## src/rtl/ctr_sched_2req_pkg.sv

```systemverilog
// Shared definitions for the two-requester counter scheduler: FSM encoding and defaults.
package ctr_sched_2req_pkg;

  typedef enum logic [1:0] {
    S_IDLE  = 2'd0,
    S_CLEAR = 2'd1,
    S_RUN   = 2'd2,
    S_DONE  = 2'd3
  } state_t;

  localparam int DEF_WIDTH      = 9;
  localparam int DEF_CLR_CYCLES = 1;
  localparam int CLR_CNT_W      = 8;

endpackage

```

## src/rtl/ctr_sched_2req_rr_arb2.sv

```systemverilog
// Two-way round-robin arbiter: on a tie the requester that was not served last wins.
module rr_arb2 (
  input  logic       req0,
  input  logic       req1,
  input  logic       last,
  output logic [1:0] gnt
);

  // last holds the index of the previous winner
  always_comb begin
    gnt = 2'b00;
    if (req0 && req1) begin
      gnt = last ? 2'b01 : 2'b10;
    end else if (req0) begin
      gnt = 2'b01;
    end else if (req1) begin
      gnt = 2'b10;
    end else begin
      gnt = 2'b00;
    end
  end

endmodule

```

## src/rtl/ctr_sched_2req.sv

```systemverilog
// Shares one counter between two requesters: grant, clear, count to the latched target,
// pulse done, release.
module ctr_sched_2req
  import ctr_sched_2req_pkg::*;
#(
  parameter int WIDTH      = DEF_WIDTH,
  parameter int CLR_CYCLES = DEF_CLR_CYCLES
) (
  input  logic             clk,
  input  logic             clr_n,
  input  logic             req0,
  input  logic [WIDTH-1:0] tgt0,
  input  logic             req1,
  input  logic [WIDTH-1:0] tgt1,
  input  logic             pause,
  input  logic [WIDTH-1:0] count,
  output logic             ctr_enable,
  output logic             ctr_clr,
  output logic             gnt0,
  output logic             gnt1,
  output logic             done0,
  output logic             done1,
  output logic             busy
);

  localparam logic [CLR_CNT_W-1:0] CLR_LOAD = CLR_CNT_W'(CLR_CYCLES - 1);

  state_t               state, state_nxt;
  logic [WIDTH-1:0]     tgt_q, tgt_nxt;
  logic                 last, last_nxt;
  logic [CLR_CNT_W-1:0] clr_cnt, clr_cnt_nxt;
  logic [1:0]           gnt_nxt, done_nxt, arb_gnt;
  logic                 granted_req, at_tgt;

  rr_arb2 u_arb (
    .req0 (req0),
    .req1 (req1),
    .last (last),
    .gnt  (arb_gnt)
  );

  assign granted_req = (gnt0 & req0) | (gnt1 & req1);
  assign at_tgt      = (count == tgt_q);

  // Enable is decoded from state so the counter halts on the very edge it reaches the target
  assign ctr_clr    = (state == S_CLEAR);
  assign ctr_enable = (state == S_RUN) && !pause && !at_tgt;
  assign busy       = (state != S_IDLE);

  // Next-state, grant, done and target capture
  always_comb begin
    state_nxt   = state;
    gnt_nxt     = {gnt1, gnt0};
    done_nxt    = 2'b00;
    tgt_nxt     = tgt_q;
    last_nxt    = last;
    clr_cnt_nxt = clr_cnt;
    case (state)
      S_IDLE: begin
        if (arb_gnt != 2'b00) begin
          state_nxt   = S_CLEAR;
          gnt_nxt     = arb_gnt;
          tgt_nxt     = arb_gnt[1] ? tgt1 : tgt0;
          last_nxt    = arb_gnt[1];
          clr_cnt_nxt = CLR_LOAD;
        end else begin
          gnt_nxt = 2'b00;
        end
      end
      S_CLEAR: begin
        if (!granted_req) begin
          state_nxt = S_IDLE;
          gnt_nxt   = 2'b00;
        end else if (clr_cnt == {CLR_CNT_W{1'b0}}) begin
          state_nxt = S_RUN;
        end else begin
          clr_cnt_nxt = clr_cnt - {{(CLR_CNT_W-1){1'b0}}, 1'b1};
        end
      end
      S_RUN: begin
        // A dropped request wins over reaching the target: no done for an abandoned job
        if (!granted_req) begin
          state_nxt = S_IDLE;
          gnt_nxt   = 2'b00;
        end else if (at_tgt) begin
          state_nxt = S_DONE;
          done_nxt  = {gnt1, gnt0};
        end else begin
          state_nxt = S_RUN;
        end
      end
      S_DONE: begin
        state_nxt = S_IDLE;
        gnt_nxt   = 2'b00;
      end
      default: begin
        state_nxt = S_IDLE;
        gnt_nxt   = 2'b00;
      end
    endcase
  end

  // State and registered outputs
  always_ff @(posedge clk or negedge clr_n) begin
    if (!clr_n) begin
      state   <= S_IDLE;
      tgt_q   <= {WIDTH{1'b0}};
      last    <= 1'b1;
      clr_cnt <= {CLR_CNT_W{1'b0}};
      gnt0    <= 1'b0;
      gnt1    <= 1'b0;
      done0   <= 1'b0;
      done1   <= 1'b0;
    end else begin
      state   <= state_nxt;
      tgt_q   <= tgt_nxt;
      last    <= last_nxt;
      clr_cnt <= clr_cnt_nxt;
      gnt0    <= gnt_nxt[0];
      gnt1    <= gnt_nxt[1];
      done0   <= done_nxt[0];
      done1   <= done_nxt[1];
    end
  end

endmodule

```

## config.mk

```make
export PLATFORM = sky130hd
export DESIGN_NAME = ctr_sched_2req
export DESIGN_NICKNAME = d
export VERILOG_FILES = /design/src/rtl/ctr_sched_2req_pkg.sv /design/src/rtl/ctr_sched_2req_rr_arb2.sv /design/src/rtl/ctr_sched_2req.sv
export SDC_FILE = /design/constraint.sdc
export NUM_CORES = 1
export LEC_CHECK = 0
export CORE_UTILIZATION = 40
export CTS_CLUSTER_SIZE = 40
export DETAILED_ROUTE_END_ITERATION = 7
export DONT_BUFFER_PORTS = 1
export PLACE_DENSITY = 0.65
export SETUP_SLACK_MARGIN = 0.02
export SYNTH_ARGS = -nofsm -noshare
export SYNTH_HDL_FRONTEND = slang
export SYNTH_HIERARCHICAL = 1
export SYNTH_SLANG_ARGS = --single-unit
```

## constraint.sdc

```tcl
create_clock -name clk -period 2.4 [get_ports clk]
set_input_delay 0.72 -clock clk [delete_from_list [all_inputs] [get_ports clk]]
set_output_delay 0.72 -clock clk [all_outputs]
set_load 0.01 [all_outputs]
```

== Word level (Yosys, flattened, before mapping) ==
Index checks and enable logic that the tools add are counted.
Word-level totals
  logic and storage cells: 56
  bits in registers: 24
Operators by class
  $add $sub $neg: 1
  eq/ne operators: 9
  reductions and logical operators: 14
  bitwise gates (word level): 3
  mux-type cells: 21
Operator list (number)
  $mux 2: 13
  $mux 8: 3
  $pmux 8 s2: 1
  $eq 9x9->1: 1
  $mux 9: 1
  $logic_not 8->1: 1
  $pmux 2 s4: 1
  $sub 8x1->8 const B: 1
  $ne 2x2->1 const B: 3
  $pmux 2 s3: 1
  $reduce_bool 2->1: 3
  $eq 2x2->1 const B: 2
  $reduce_and 2->1: 2
  $reduce_and 4->1: 1
  $logic_and 1x1->1: 3
  $ne 3x2->1 const B: 1
  $and 1x1->1: 2
  $eq 2x1->1 const B: 1
  $logic_not 1->1: 2
  $logic_not 2->1: 1
  $ne 2x1->1 const B: 1
  $reduce_or 2->1: 1
  $mux 1: 1
  $or 1x1->1: 1

== Depth between registers and ports, before layout ==
Gate-level depths: netlist of the first run.
  depth in word-level cells: 6
  mapped depth: 8
  gate-level depth less buffers: 6

== Hierarchy ==
Netlist of the first run, hierarchy kept.
Modules (own cells, without submodules)
  ctr_sched_2req: cells each 145, sequential area each 601.8 µm², area an instance 1402.6 µm², times used 1
  rr_arb2: cells each 3, sequential area each 0.0 µm², area an instance 18.8 µm², times used 1

== Worst setup path after synthesis of the first run ==
No wires, ideal clock.
  path type: in2reg
  start point: input port req1
  end point: register clr_cnt[6]
  data arrival time: 2.305 ns
  buffers on the path: 1
  library setup time: 0.078 ns
  stages: 6
  setup slack: 0.017 ns
  path through: a21boi_0 nor3b_1 or3_1 buf_2 or4_1 a21oi_1
Between the ends
  longest elaborated chain between the ends: 6
Ends and longest elaborated chain
  start: declaration: RTL line ctr_sched_2req.sv:13  | input logic req1,
  $mux 2: RTL line ctr_sched_2req_rr_arb2.sv:16  | end else if (req1) begin
  $mux 2: RTL line ctr_sched_2req_rr_arb2.sv:14  | end else if (req0) begin
  $mux 2: RTL line ctr_sched_2req_rr_arb2.sv:12  | if (req0 && req1) begin
  $reduce_bool 2->1: RTL line ctr_sched_2req.sv:60  | if (arb_gnt != 2'b00) begin
  $ne 2x2->1 (no line)
  $reduce_and 4->1 (no line) (*)
  end signal: assignment: RTL line ctr_sched_2req.sv:109  | clr_cnt <= {CLR_CNT_W{1'b0}};
  end signal: assignment: RTL line ctr_sched_2req.sv:118  | clr_cnt <= clr_cnt_nxt;
  end: declaration: RTL line ctr_sched_2req.sv:31  | logic [CLR_CNT_W-1:0] clr_cnt, clr_cnt_nxt;
Mark *: on every way between the ends. The rest lies on a longest branch, timed or not.
A chain may end at the register's enable or synchronous reset.

== Worst setup path in the final report of the first run ==
  start point: register last
  end point: register clr_cnt[3]
Between the ends
  longest elaborated chain between the ends: 5
Ends and longest elaborated chain
  start: declaration: RTL line ctr_sched_2req.sv:30  | logic last, last_nxt;
  start signal: assignment: RTL line ctr_sched_2req.sv:117  | last <= last_nxt;
  $mux 2: RTL line ctr_sched_2req_rr_arb2.sv:13  | gnt = last ? 2'b01 : 2'b10;
  $mux 2: RTL line ctr_sched_2req_rr_arb2.sv:12
  named net arb_gnt[0]: RTL line ctr_sched_2req.sv:32  | logic [1:0] gnt_nxt, done_nxt, arb_gnt;
  $reduce_bool 2->1: RTL line ctr_sched_2req.sv:60
  $ne 2x2->1 (no line)
  $reduce_and 4->1 (no line)
The timed path passes the listed nets, and every way through them passes these cells.

==> impl_metrics.toml, run 1 <==
[clock_tree]
holdBufCountCts = 0
clock_sinks = 24
numCtsBuffers = 3
postCtsSetupRepairBufs = 0
clockBufferDepth = 2
cts_tree = "done"
htreeDepth = 1
clk_pin_slew_ns = 0.13
root_buffer = "clkbuf_4"
postCtsResizedCells = 0
clk_latency_ns = 0.32

[drt]
drc = 0
drt_iter0_drc = 39
wire_per_inst_um = 13.91
dr.pass1.iters = 4
vias = 1076
routed_wl_um = 2713
ant_nets = 0
avgViaCountPerCell = 5.518

[placed_design]
place_hpwl_um = 2192
post_dp_cell_area_mm2 = 0.001481
io_buffers = 0
gp_congestion = 0.8536

[yosys]
synth_enable_flop_cells = 0
synth_nets = 185
yosys_register_bits = 24
synth_area_per_cell_um2 = 9.604
synth-main-ff-cell = "dfrtp_1"
synth-async-reset-ratio = 1.000
yosys_warnings = 6
seq_area_frac_synth = 0.4234
syn_inst = 148
ys_types = 37
syn_area_mm2 = 0.001421

[layout]
mostFrequentLayoutCell = "dfrtp_1"
most-common-layout-cells = "23 x dfrtp_1, 17 x nand2_1, 11 x mux2i_1"
syn_to_final_growth_pct = 6.778
antennaDiodeCount = 0
fin_area_mm2 = 0.001518
nFillCells = 362
ff_latch_area_um2 = 601.8
fin_nets = 187
drive_gt1_frac = 0.09396
multi_input_area_um2 = 758.2

[critical_path]
crit_arrival_ns = 2.46
r2r_cells = 6
r2r-start = "last"
r2r_slack_ns = 0.19
cp-end-kind = "flip-flop"
required_ns = 2.66
reg2reg_to = "clr_cnt[3]"
crit_slowest_cell = "dfstp_2"
worstSetupStartpointType = "flip-flop"
slowest_delay_ns = 0.57
cp_cell_sequence = "inv_1 -> a21boi_1 -> nor3b_1 -> or3_1 -> or4_1 -> a21oi_1"
crit_fanout = 9
worst-setup-path-type = "reg2reg"

[global_route]
grt_overflow_total = 0
grt_pass1_wl_um = 4588
grt_pass1_vias = 1034
grt_usage = 0.1648
antenna_found_initial = 0
grt_max_degree = 25

[worst_hold_path]
hp-class = "in2async"

[sta]
drv_slew = 0
max_freq_mhz = 453.2
fin_worst_skew_ns = 0.01218
tns_ns = 0
timing.final.crit_share = 0.9193
relSlewSlack = 0.6250
min_period_ns = 2.206
hold_viol = 0
rsz0062_at_grt = "no"
report.final.setup_viol = 0
tightest_slew_ns = 0.5573

[power]
ir_drop_mv = 0.6421
p_leak_nw = 0.6670
power_density_mw_per_mm2 = 1244

[die]
rows = 21
core_area_mm2 = 0.003363
dieHeight_um = 61.61
pin_count = 39
start_util = 0.4226
die_w_um = 61.61
die_area_mm2 = 0.003796

[run]
cap_viol_max_count = 0

[outcome]
status = "finished clean"
==> where the power goes <==
part,switching [mW],internal (mW),total [mW]
Clock,0.118,0.0928,0.211
Combinational,0.546,0.426,0.972
Sequential,0.135,0.571,0.706
==> routing by layer <==
| layer | vias to the layer above | part of all wire | global-route usage |
|---|---|---|---|
| met2 | 30 | 0.49 | 0.2734 |
| met1 | 507 | 0.46 | 0.2212 |
| met4 | 0 | 0.0044 | 0.03810 |
| li1 | 537 | - | - |
| met5 | - | 0 | 0 |
| met3 | 2 | 0.040 | 0.03361 |
==> layout make-up <==
| type | instances | area share |
|---|---|---|
| inverter | 7 | 0.01731 |
| timing repair buffer | 5 | 0.02473 |
| clock buffer | 4 | 0.02391 |
| tap | 46 | 0.03792 |
| multi-input combinational | 109 | 0.4996 |
| sequential | 24 | 0.3965 |
==> through the flow <==
stage,worst slack [ns],total power [mW],instances,utilization,hold WS [ns]
after floorplan,0.1321,1.488,148,-,0.4244
after CTS,0.1902,1.903,195,0.4513,0.06226
after detailed placement,0.05923,1.690,191,0.4405,0.4257
after global placement,0.1146,1.638,191,0.4405,0.4255
after global routing,0.05565,2.076,195,0.4513,0.04279
final,0.1937,1.889,195,0.4513,0.07131
==> critical path, delay by kind of cell, from the launching register on <==
kind / cells / cell delay, ns
compound gates: 2 / 0.44
buf+inv: 1 / 0.04
flops: 1 / 0.57
simple gates: 3 / 1.10
==> synthesized netlist by cell type, drive strengths merged (2+ instances only) <==
library cell   n  area, um2
o211ai         3      22.52
or4            5      37.54
nand3          5      25.02
o22ai          2      18.77
nor3           2      10.01
a21boi         2      15.02
or3            2      12.51
dfrtp         23      575.6
a22o           4      35.03
o21ai         11      55.05
inv            7      26.28
buf            5      23.77
mux2i         11      110.1
ha             5      62.56
and2           2      12.51
o31ai          5      37.54
or3b           2      17.52
a21oi          6      30.03
xnor2          9      78.83
clkbuf         3      11.26
nand2b         2      12.51
nor4           2      12.51
nand2         17      63.81
nor2           2      7.510
nor3b          2      15.01
==> worst max path at each step <==
stage	startpoint	end	cells after the start
floorplan	req1	clr_cnt[6]	6
global placement	req0	clr_cnt[5]	5
global route	last	clr_cnt[5]	6
CTS	last	clr_cnt[3]	6
finish	last	clr_cnt[3]	6
detailed placement	req0	clr_cnt[3]	5
==> sequential cells by signal (all words and copies together) (netlist names) <==
| register | flops |
|---|---|
| done1 | 1 |
| gnt0 | 1 |
| last | 1 |
| state | 2 |
| clr_cnt | 8 |
| gnt1 | 1 |
| tgt_q | 9 |
| done0 | 1 |
==> cell families (layout without fill, tap and decap cells) <==
logic type / after synthesis / in the layout / synth area share
AND/OR/NAND/NOR: 47 / 47 / 0.1831
flip-flops: 24 / 24 / 0.4234
adder cells (fa/ha/maj): 5 / 5 / 0.04401
AO/OA/AOI/OAI: 37 / 37 / 0.1734
multiplexers: 11 / 11 / 0.07747
buffers and inverters: 15 / 16 / 0.04313
XOR/XNOR: 9 / 9 / 0.05546
No activity file was read; power rests on OpenSTA's default activity.
==> inputs of run 2 (changes only) <==
--- a/config.mk
+++ b/config.mk
@@ -5,6 +5,7 @@
 export SDC_FILE = /design/constraint.sdc
 export NUM_CORES = 1
 export LEC_CHECK = 0
+export CAP_MARGIN = 20
 export CORE_UTILIZATION = 40
 export CTS_CLUSTER_SIZE = 40
 export DETAILED_ROUTE_END_ITERATION = 7
==> results of run 2 <==
Final layout, timing and power as in run 1 (identical DEF).
